==> src/rtl/ldp_cmd_sequencer.sv <==
// ---------------------------------------------------------------------------
// ldp_cmd_sequencer
// Playback command sequencer for a laser-disc style player. It accepts host
// commands (PLAY/PAUSE/STEP/SEEK/STOP), walks the decoder through the
// flush -> host request -> decode-first-picture seek sequence, and tracks the
// current frame number from decoder picture-done pulses.
//
// Ports
//   sys_clk     in   clock, rising edge
//   RESET_N     in   synchronous active-low reset
//   cmd_valid   in   command present
//   cmd_ready   out  command accepted this cycle (IDLE/PLAY/PAUSE)
//   cmd_op      in   [2:0] 0 NOP,1 PLAY,2 PAUSE,3 STEP,4 SEEK,5 STOP (6-7 NOP)
//   cmd_frame   in   [16:0] SEEK target frame
//   host_req    out  level request to host stream source
//   host_frame  out  [16:0] requested frame, stable while host_req=1
//   host_ack    in   host accepted the request
//   dec_flush   out  decoder flush
//   dec_run     out  decoder enable
//   pic_done    in   one-cycle pulse per decoded picture
//   cur_frame   out  [16:0] current frame number
//   seek_err    out  one-cycle error pulse (bad target or seek timeout)
//   state       out  [2:0] encoded FSM state
// All outputs come straight from registers.
// ---------------------------------------------------------------------------
module ldp_cmd_sequencer #(
  parameter int unsigned FLUSH_CYCLES = 16,
  parameter logic [23:0] SEEK_TIMEOUT = 24'hFFFFFF,
  parameter logic [16:0] MAX_FRAME    = 17'd99999
) (
  input  logic        sys_clk,
  input  logic        RESET_N,
  input  logic        cmd_valid,
  output logic        cmd_ready,
  input  logic [2:0]  cmd_op,
  input  logic [16:0] cmd_frame,
  output logic        host_req,
  output logic [16:0] host_frame,
  input  logic        host_ack,
  output logic        dec_flush,
  output logic        dec_run,
  input  logic        pic_done,
  output logic [16:0] cur_frame,
  output logic        seek_err,
  output logic [2:0]  state
);

  typedef enum logic [2:0] {
    ST_IDLE      = 3'd0,
    ST_FLUSH     = 3'd1,
    ST_SEEK_REQ  = 3'd2,
    ST_SEEK_WAIT = 3'd3,
    ST_PLAY      = 3'd4,
    ST_PAUSE     = 3'd5,
    ST_STEP      = 3'd6
  } state_e;

  localparam logic [2:0] OP_PLAY  = 3'd1;
  localparam logic [2:0] OP_PAUSE = 3'd2;
  localparam logic [2:0] OP_STEP  = 3'd3;
  localparam logic [2:0] OP_SEEK  = 3'd4;
  localparam logic [2:0] OP_STOP  = 3'd5;

  // The flush counter is loaded with the last index so that dec_flush is
  // high for exactly FLUSH_CYCLES cycles in FLUSH.
  localparam logic [7:0]  FLUSH_LAST   = 8'(FLUSH_CYCLES - 1);
  // Leaving on count SEEK_TIMEOUT-1 bounds SEEK_REQ+SEEK_WAIT to SEEK_TIMEOUT
  // cycles, with seek_err appearing SEEK_TIMEOUT cycles after SEEK_REQ entry.
  localparam logic [23:0] TIMEOUT_LAST = SEEK_TIMEOUT - 24'd1;

  state_e      state_q, state_d;
  logic        cmd_ready_q, cmd_ready_d;
  logic        host_req_q, host_req_d;
  logic [16:0] host_frame_q, host_frame_d;
  logic        dec_flush_q, dec_flush_d;
  logic        dec_run_q, dec_run_d;
  logic [16:0] cur_frame_q, cur_frame_d;
  logic        seek_err_q, seek_err_d;
  logic [16:0] target_q, target_d;
  logic [7:0]  flush_cnt_q, flush_cnt_d;
  logic [23:0] to_cnt_q, to_cnt_d;
  logic        accept;

  function automatic logic [16:0] sat_inc(input logic [16:0] f);
    sat_inc = (f >= MAX_FRAME) ? MAX_FRAME : f + 17'd1;
  endfunction

  assign accept = cmd_valid && cmd_ready_q;

  always_comb begin
    state_d      = state_q;
    host_req_d   = host_req_q;
    host_frame_d = host_frame_q;
    dec_flush_d  = 1'b0;
    dec_run_d    = dec_run_q;
    cur_frame_d  = cur_frame_q;
    seek_err_d   = 1'b0;
    target_d     = target_q;
    flush_cnt_d  = flush_cnt_q;
    to_cnt_d     = to_cnt_q;

    // State-driven progress (picture pulses, seek sequencing) is evaluated
    // first so that a command accepted in the same cycle is applied on top.
    case (state_q)
      ST_FLUSH: begin
        if (flush_cnt_q == 8'd0) begin
          state_d      = ST_SEEK_REQ;
          host_req_d   = 1'b1;
          host_frame_d = target_q;
          to_cnt_d     = 24'd0;
        end else begin
          flush_cnt_d = flush_cnt_q - 8'd1;
          dec_flush_d = 1'b1;
        end
      end
      ST_SEEK_REQ: begin
        if (to_cnt_q == TIMEOUT_LAST) begin
          state_d    = ST_IDLE;
          host_req_d = 1'b0;
          dec_run_d  = 1'b0;
          seek_err_d = 1'b1;
        end else begin
          to_cnt_d = to_cnt_q + 24'd1;
          if (host_ack) begin
            state_d    = ST_SEEK_WAIT;
            host_req_d = 1'b0;
            dec_run_d  = 1'b1;
          end
        end
      end
      ST_SEEK_WAIT: begin
        if (pic_done) begin
          // Seek completes paused on the target frame.
          state_d     = ST_PAUSE;
          cur_frame_d = target_q;
          dec_run_d   = 1'b0;
        end else if (to_cnt_q == TIMEOUT_LAST) begin
          state_d    = ST_IDLE;
          host_req_d = 1'b0;
          dec_run_d  = 1'b0;
          seek_err_d = 1'b1;
        end else begin
          to_cnt_d = to_cnt_q + 24'd1;
        end
      end
      ST_PLAY: begin
        if (pic_done) begin
          if (cur_frame_q == MAX_FRAME) begin
            // End of disc: hold the last frame and pause.
            state_d   = ST_PAUSE;
            dec_run_d = 1'b0;
          end else begin
            cur_frame_d = cur_frame_q + 17'd1;
          end
        end
      end
      ST_STEP: begin
        if (pic_done) begin
          cur_frame_d = sat_inc(cur_frame_q);
          state_d     = ST_PAUSE;
          dec_run_d   = 1'b0;
        end
      end
      default: ;
    endcase

    if (accept) begin
      case (cmd_op)
        OP_PLAY: begin
          if (state_q != ST_PLAY) begin
            state_d   = ST_PLAY;
            dec_run_d = 1'b1;
          end
        end
        OP_PAUSE: begin
          state_d   = ST_PAUSE;
          dec_run_d = 1'b0;
        end
        OP_STEP: begin
          // STEP while playing simply freezes playback.
          if (state_q == ST_PLAY) begin
            state_d   = ST_PAUSE;
            dec_run_d = 1'b0;
          end else begin
            state_d   = ST_STEP;
            dec_run_d = 1'b1;
          end
        end
        OP_SEEK: begin
          if (cmd_frame > MAX_FRAME) begin
            seek_err_d = 1'b1;
          end else begin
            target_d    = cmd_frame;
            flush_cnt_d = FLUSH_LAST;
            dec_flush_d = 1'b1;
            dec_run_d   = 1'b0;
            state_d     = ST_FLUSH;
          end
        end
        OP_STOP: begin
          state_d     = ST_IDLE;
          dec_run_d   = 1'b0;
          dec_flush_d = 1'b1;
        end
        default: ;
      endcase
    end

    cmd_ready_d = (state_d == ST_IDLE) || (state_d == ST_PLAY) ||
                  (state_d == ST_PAUSE);
  end

  always_ff @(posedge sys_clk) begin
    if (!RESET_N) begin
      state_q      <= ST_IDLE;
      cmd_ready_q  <= 1'b1;
      host_req_q   <= 1'b0;
      host_frame_q <= 17'd0;
      dec_flush_q  <= 1'b0;
      dec_run_q    <= 1'b0;
      cur_frame_q  <= 17'd0;
      seek_err_q   <= 1'b0;
      target_q     <= 17'd0;
      flush_cnt_q  <= 8'd0;
      to_cnt_q     <= 24'd0;
    end else begin
      state_q      <= state_d;
      cmd_ready_q  <= cmd_ready_d;
      host_req_q   <= host_req_d;
      host_frame_q <= host_frame_d;
      dec_flush_q  <= dec_flush_d;
      dec_run_q    <= dec_run_d;
      cur_frame_q  <= cur_frame_d;
      seek_err_q   <= seek_err_d;
      target_q     <= target_d;
      flush_cnt_q  <= flush_cnt_d;
      to_cnt_q     <= to_cnt_d;
    end
  end

  assign cmd_ready  = cmd_ready_q;
  assign host_req   = host_req_q;
  assign host_frame = host_frame_q;
  assign dec_flush  = dec_flush_q;
  assign dec_run    = dec_run_q;
  assign cur_frame  = cur_frame_q;
  assign seek_err   = seek_err_q;
  assign state      = state_q;

endmodule
==> config.mk <==
export PLATFORM = sky130hd
export DESIGN_NAME = ldp_cmd_sequencer
export DESIGN_NICKNAME = d
export VERILOG_FILES = /design/src/rtl/ldp_cmd_sequencer.sv
export SDC_FILE = /design/constraint.sdc
export NUM_CORES = 1
export LEC_CHECK = 0
export ABC_AREA = 1
export CAP_MARGIN = 40
export CORE_AREA = 2 2 113 115
export DETAILED_ROUTE_END_ITERATION = 6
export DIE_AREA = 0 0 115 117
export GPL_TIMING_DRIVEN = 0
export HOLD_SLACK_MARGIN = 0.08
export PLACE_DENSITY_LB_ADDON = 0.08
export RECOVER_POWER = 25
export SLEW_MARGIN = 0
export SYNTH_ARGS = -nofsm -noshare
export SYNTH_HDL_FRONTEND = slang
export SYNTH_SLANG_ARGS = --single-unit
==> constraint.sdc <==
create_clock -name sys_clk -period 2 [get_ports sys_clk]
set_input_delay 0.5 -clock sys_clk [delete_from_list [all_inputs] [get_ports sys_clk]]
set_output_delay 0.5 -clock sys_clk [all_outputs]
set_load 0.02 [all_outputs]
==> flow_summary.rst <==
.. list-table::
   :header-rows: 1

   * - Metric
     - Value
   * - Result of the run
     - finished, final reports clean
   * - Clk_skew
     - 0.00780 ns
   * - Total number of vias
     - 5149
   * - Initial DRT Pass Iterations
     - 5
   * - Num CTS Buffers
     - 9
   * - Starting Density
     - 0.397
   * - Clock Pin Slew Worst Setup and Hold Paths
     - 0.07 ns
   * - Die Wd
     - 115 um
   * - Synthesis-stage register bit count
     - 91
   * - Placed Instance Area
     - 5720 um2
   * - Sequential area share after synthesis
     - 0.373
   * - Summed area of non-filler cells in the final layout
     - 6350 um2
   * - Routability congestion estimate from global placement
     - 0.969
   * - DP Worst Slack
     - -0.708 ns
   * - Worst Setup Start Kind
     - flop
   * - Number of max-slew violations in the final report
     - 0
   * - Proportion of netlist area held by the largest area contributor
     - 0.373
   * - Cell with the largest stage delay on the worst path
     - clkdlybuf4s50_1
   * - Total of hold buffers inserted after clock tree synthesis
     - 0
   * - Floorplan Core Area
     - 12300 um2
   * - Element type at the critical path end
     - primary output
   * - Drc violations
     - 0
   * - Post-synthesis area per instance
     - 6.65 um2
   * - Final nets
     - 857
   * - Number of placement rows
     - 41
   * - Worst setup path category
     - reg -> out
   * - Number of buffer cells added on primary ports
     - 65
   * - Peak per-stage delay on the critical path
     - 0.66 ns
   * - Critical path data required time
     - 1.50 ns
   * - Via count normalized by instance count
     - 5.25
   * - Layout fillers
     - 1244
   * - Fmax achieved
     - 0.508 GHz
   * - Worst slew margin
     - 0.592
   * - Pin slew with the least headroom to its limit
     - 0.612 ns
   * - Cell class contributing the biggest share of worst-path delay
     - buffers and inverters
   * - Pint
     - 3.52 mW
   * - Clock tree from TritonCTS
     - built
   * - Number of max-capacitance violations reported
     - 0
   * - Most common library cells after synthesis
     - nand2_1, nor2_1, dfxtp_1, a21oi_1, inv_1
   * - Switching fraction of total power
     - 0.368
   * - Net count of the mapped netlist
     - 767
   * - Via count of the first global-routing pass
     - 4939
   * - Async SR Flop Fraction
     - 0
   * - Detailed placer's ending HPWL
     - 11300 um
   * - Crit-path cells
     - clkdlybuf4s50_1
   * - Period minus WS final
     - 1.97 ns
   * - Final worst slack
     - 0.0310 ns
   * - Largest cells by area after synthesis
     - dfxtp_1, nand2_1, a21oi_1, nor2_1, o21ai_0
   * - Total number of clock tree sinks
     - 91
   * - Count of H-tree levels built during CTS
     - 3
   * - Unrepaired setup endpoints after global routing
     - yes
   * - Clock Power Share
     - 0.304
   * - Number of buffers and inverters on the critical path
     - 1
   * - Crit share post-route
     - 0.985
   * - First-pass GRT wire length
     - 24000 um
   * - GR Util All Layers
     - 0.230
   * - Die Footprint
     - 13500 um2
   * - Residual overflow from global routing
     - 0
   * - Cell Count, Final, Fillers Out
     - 980
   * - Synthesized cell area
     - 4880 um2
   * - Remaining number of nets flagged by the antenna check after routing
     - 0
   * - Routed WL
     - 15200 um
   * - WP data arrival
     - 1.47 ns
   * - Master cell of the clock root buffer
     - clkbuf_16
   * - Synth warn
     - 0
   * - Antenna fix cells
     - 0
   * - Initial DRC count
     - 231
   * - Instance count after placement with tap cells included
     - 950
   * - Clock insertion delay at the later pin of the skew report
     - 0.35 ns
   * - Most common flop cell mapped by yosys
     - dfxtp_1
   * - Wire length per cell
     - 15.5 um
   * - Peak supply drop
     - 0.564 mV
   * - Max FO, Critical Path
     - 5
   * - Worst slack on hold paths
     - 0.476 ns
   * - EDFF count, synth
     - 0
   * - Pwr/cell area
     - 877 nW/um2
   * - Layout overhead on the synthesized area
     - 30.0%
   * - Number of unique standard cell types used by synthesis
     - 36
   * - Most numerous cell in the Yosys netlist
     - nand2_1
   * - Area leader, netlist
     - dfxtp_1
   * - Leakage power
     - 2.47 nW
   * - Combinational group share of total power
     - 0.301
   * - Maximum count of clock buffers along a single path
     - 2
   * - Overall die height
     - 117 um
   * - Hold Path Class
     - reg -> reg
   * - Maximum number of pins on one net before global-route repair
     - 19
   * - Count of boundary I/O pins
     - 67
   * - Final setup violating endpoints
     - 0
   * - Power spent charging and discharging nets
     - 2.05 mW
   * - Number of standard cells after synthesis
     - 735
   * - Number of antenna violations at the first check in global routing
     - 0
   * - Sequential power share
     - 0.395
   * - Fraction of layout cells with a size suffix above 1
     - 0.137
   * - Final Hold Vio Count
     - 0
## state kept, by name, indices dropped and copies added, names as in the netlist
register     cells
seek_err         1
flush_cnt_q      8
host_frame      17
state            3
cmd_ready        1
to_cnt_q        24
dec_run          1
host_req         1
cur_frame       17
target_q        17
dec_flush        1
## metrics by stage
| stage | util | TNS, ns | total power, mW |
|---|---|---|---|
| 6_report | 0.516 | 0 | 5.57 |
| 5_1_grt | 0.516 | -0.0838 | 5.88 |
| 2_1_floorplan | - | 0 | 3.15 |
| 3_3_place_gp | 0.465 | -22.10 | 3.77 |
| 3_5_place_dp | 0.465 | -24.37 | 3.78 |
| 4_1_cts | 0.494 | 0 | 5.53 |
## layout make-up
cell class,instances,area [um2],share of cell area
buffer,22,113,0.0177
clock buffer,9,225,0.0355
sequential,91,1850,0.291
tap,150,188,0.0296
multi-input combinational,530,2820,0.444
inverter,92,348,0.0548
clock inverter,7,66.3,0.0104
timing repair buffer,79,744,0.117
## metal layers
layer	share of wire	routed length, um	global-route usage	vias up
li1	-	-	-	2604
met1	0.44	6640	0.271	2381
met2	0.50	7650	0.411	142
met3	0.038	579	0.0469	22
met4	0.024	362	0.0876	0
met5	0	0	0	-
## power groups by stage
stage	registers (mW)	logic, mW	clock network [mW]
6_report	2.20	1.68	1.69
3_3_place_gp	2.22	1.55	0
2_1_floorplan	2.33	0.822	0
5_1_grt	2.22	1.84	1.82
4_1_cts	2.19	1.59	1.75
3_5_place_dp	2.22	1.56	0
## cells by family after synthesis
family                     count (synthesis)  share of synthesized area
xor gates and xnor gates                  23                     0.0412
buffers and inverters                    114                     0.0907
and+or+nand+nor                          327                      0.293
AOI/OAI and AO/OA                        173                      0.184
adders and majority gates                  7                     0.0179
DFF                                       91                      0.373
## worst paths after layout
| path | start | to | slack [ns] | cells after the start |
|---|---|---|---|---|
| max | cur_frame[5]$_SDFFE_PN0P_ | cur_frame[5] | 0.03 | 1 |
| min | host_req$_SDFFE_PN0P_ | host_req$_SDFFE_PN0P_ | 0.48 | 2 |
| max reg2reg | cur_frame[0]$_SDFFE_PN0P_ | cur_frame[12]$_SDFFE_PN0P_ | 0.06 | 11 |
| min reg2reg | host_req$_SDFFE_PN0P_ | host_req$_SDFFE_PN0P_ | 0.48 | 2 |
## what timing repair did
action,in CTS,in global routing
setup endpoints to repair,68,71
setup buffers,1,13
pin swaps,0,11
gates cloned,0,0
gates resized for setup,25,75
## placed cells by master, fill, tap and decap left out, types with 9 or more instances in the layout
| cell | netlist | routed |
|---|---|---|
| clkdlybuf4s50_1 | 0 | 50 |
| o21ai_1 | 5 | 12 |
| inv_1 | 85 | 83 |
| nand3_1 | 40 | 35 |
| buf_4 | 2 | 16 |
| clkbuf_16 | 0 | 9 |
| dfxtp_1 | 91 | 80 |
| nor2_4 | 1 | 11 |
| clkbuf_1 | 15 | 12 |
| a21oi_1 | 85 | 82 |
| nand2_1 | 128 | 123 |
| nor3_1 | 22 | 21 |
| o21ai_0 | 70 | 60 |
| nor2_2 | 7 | 10 |
| nor2_1 | 99 | 86 |
| nand4_1 | 16 | 16 |
| xor2_1 | 15 | 15 |
(Power assumes the default switching activity.)
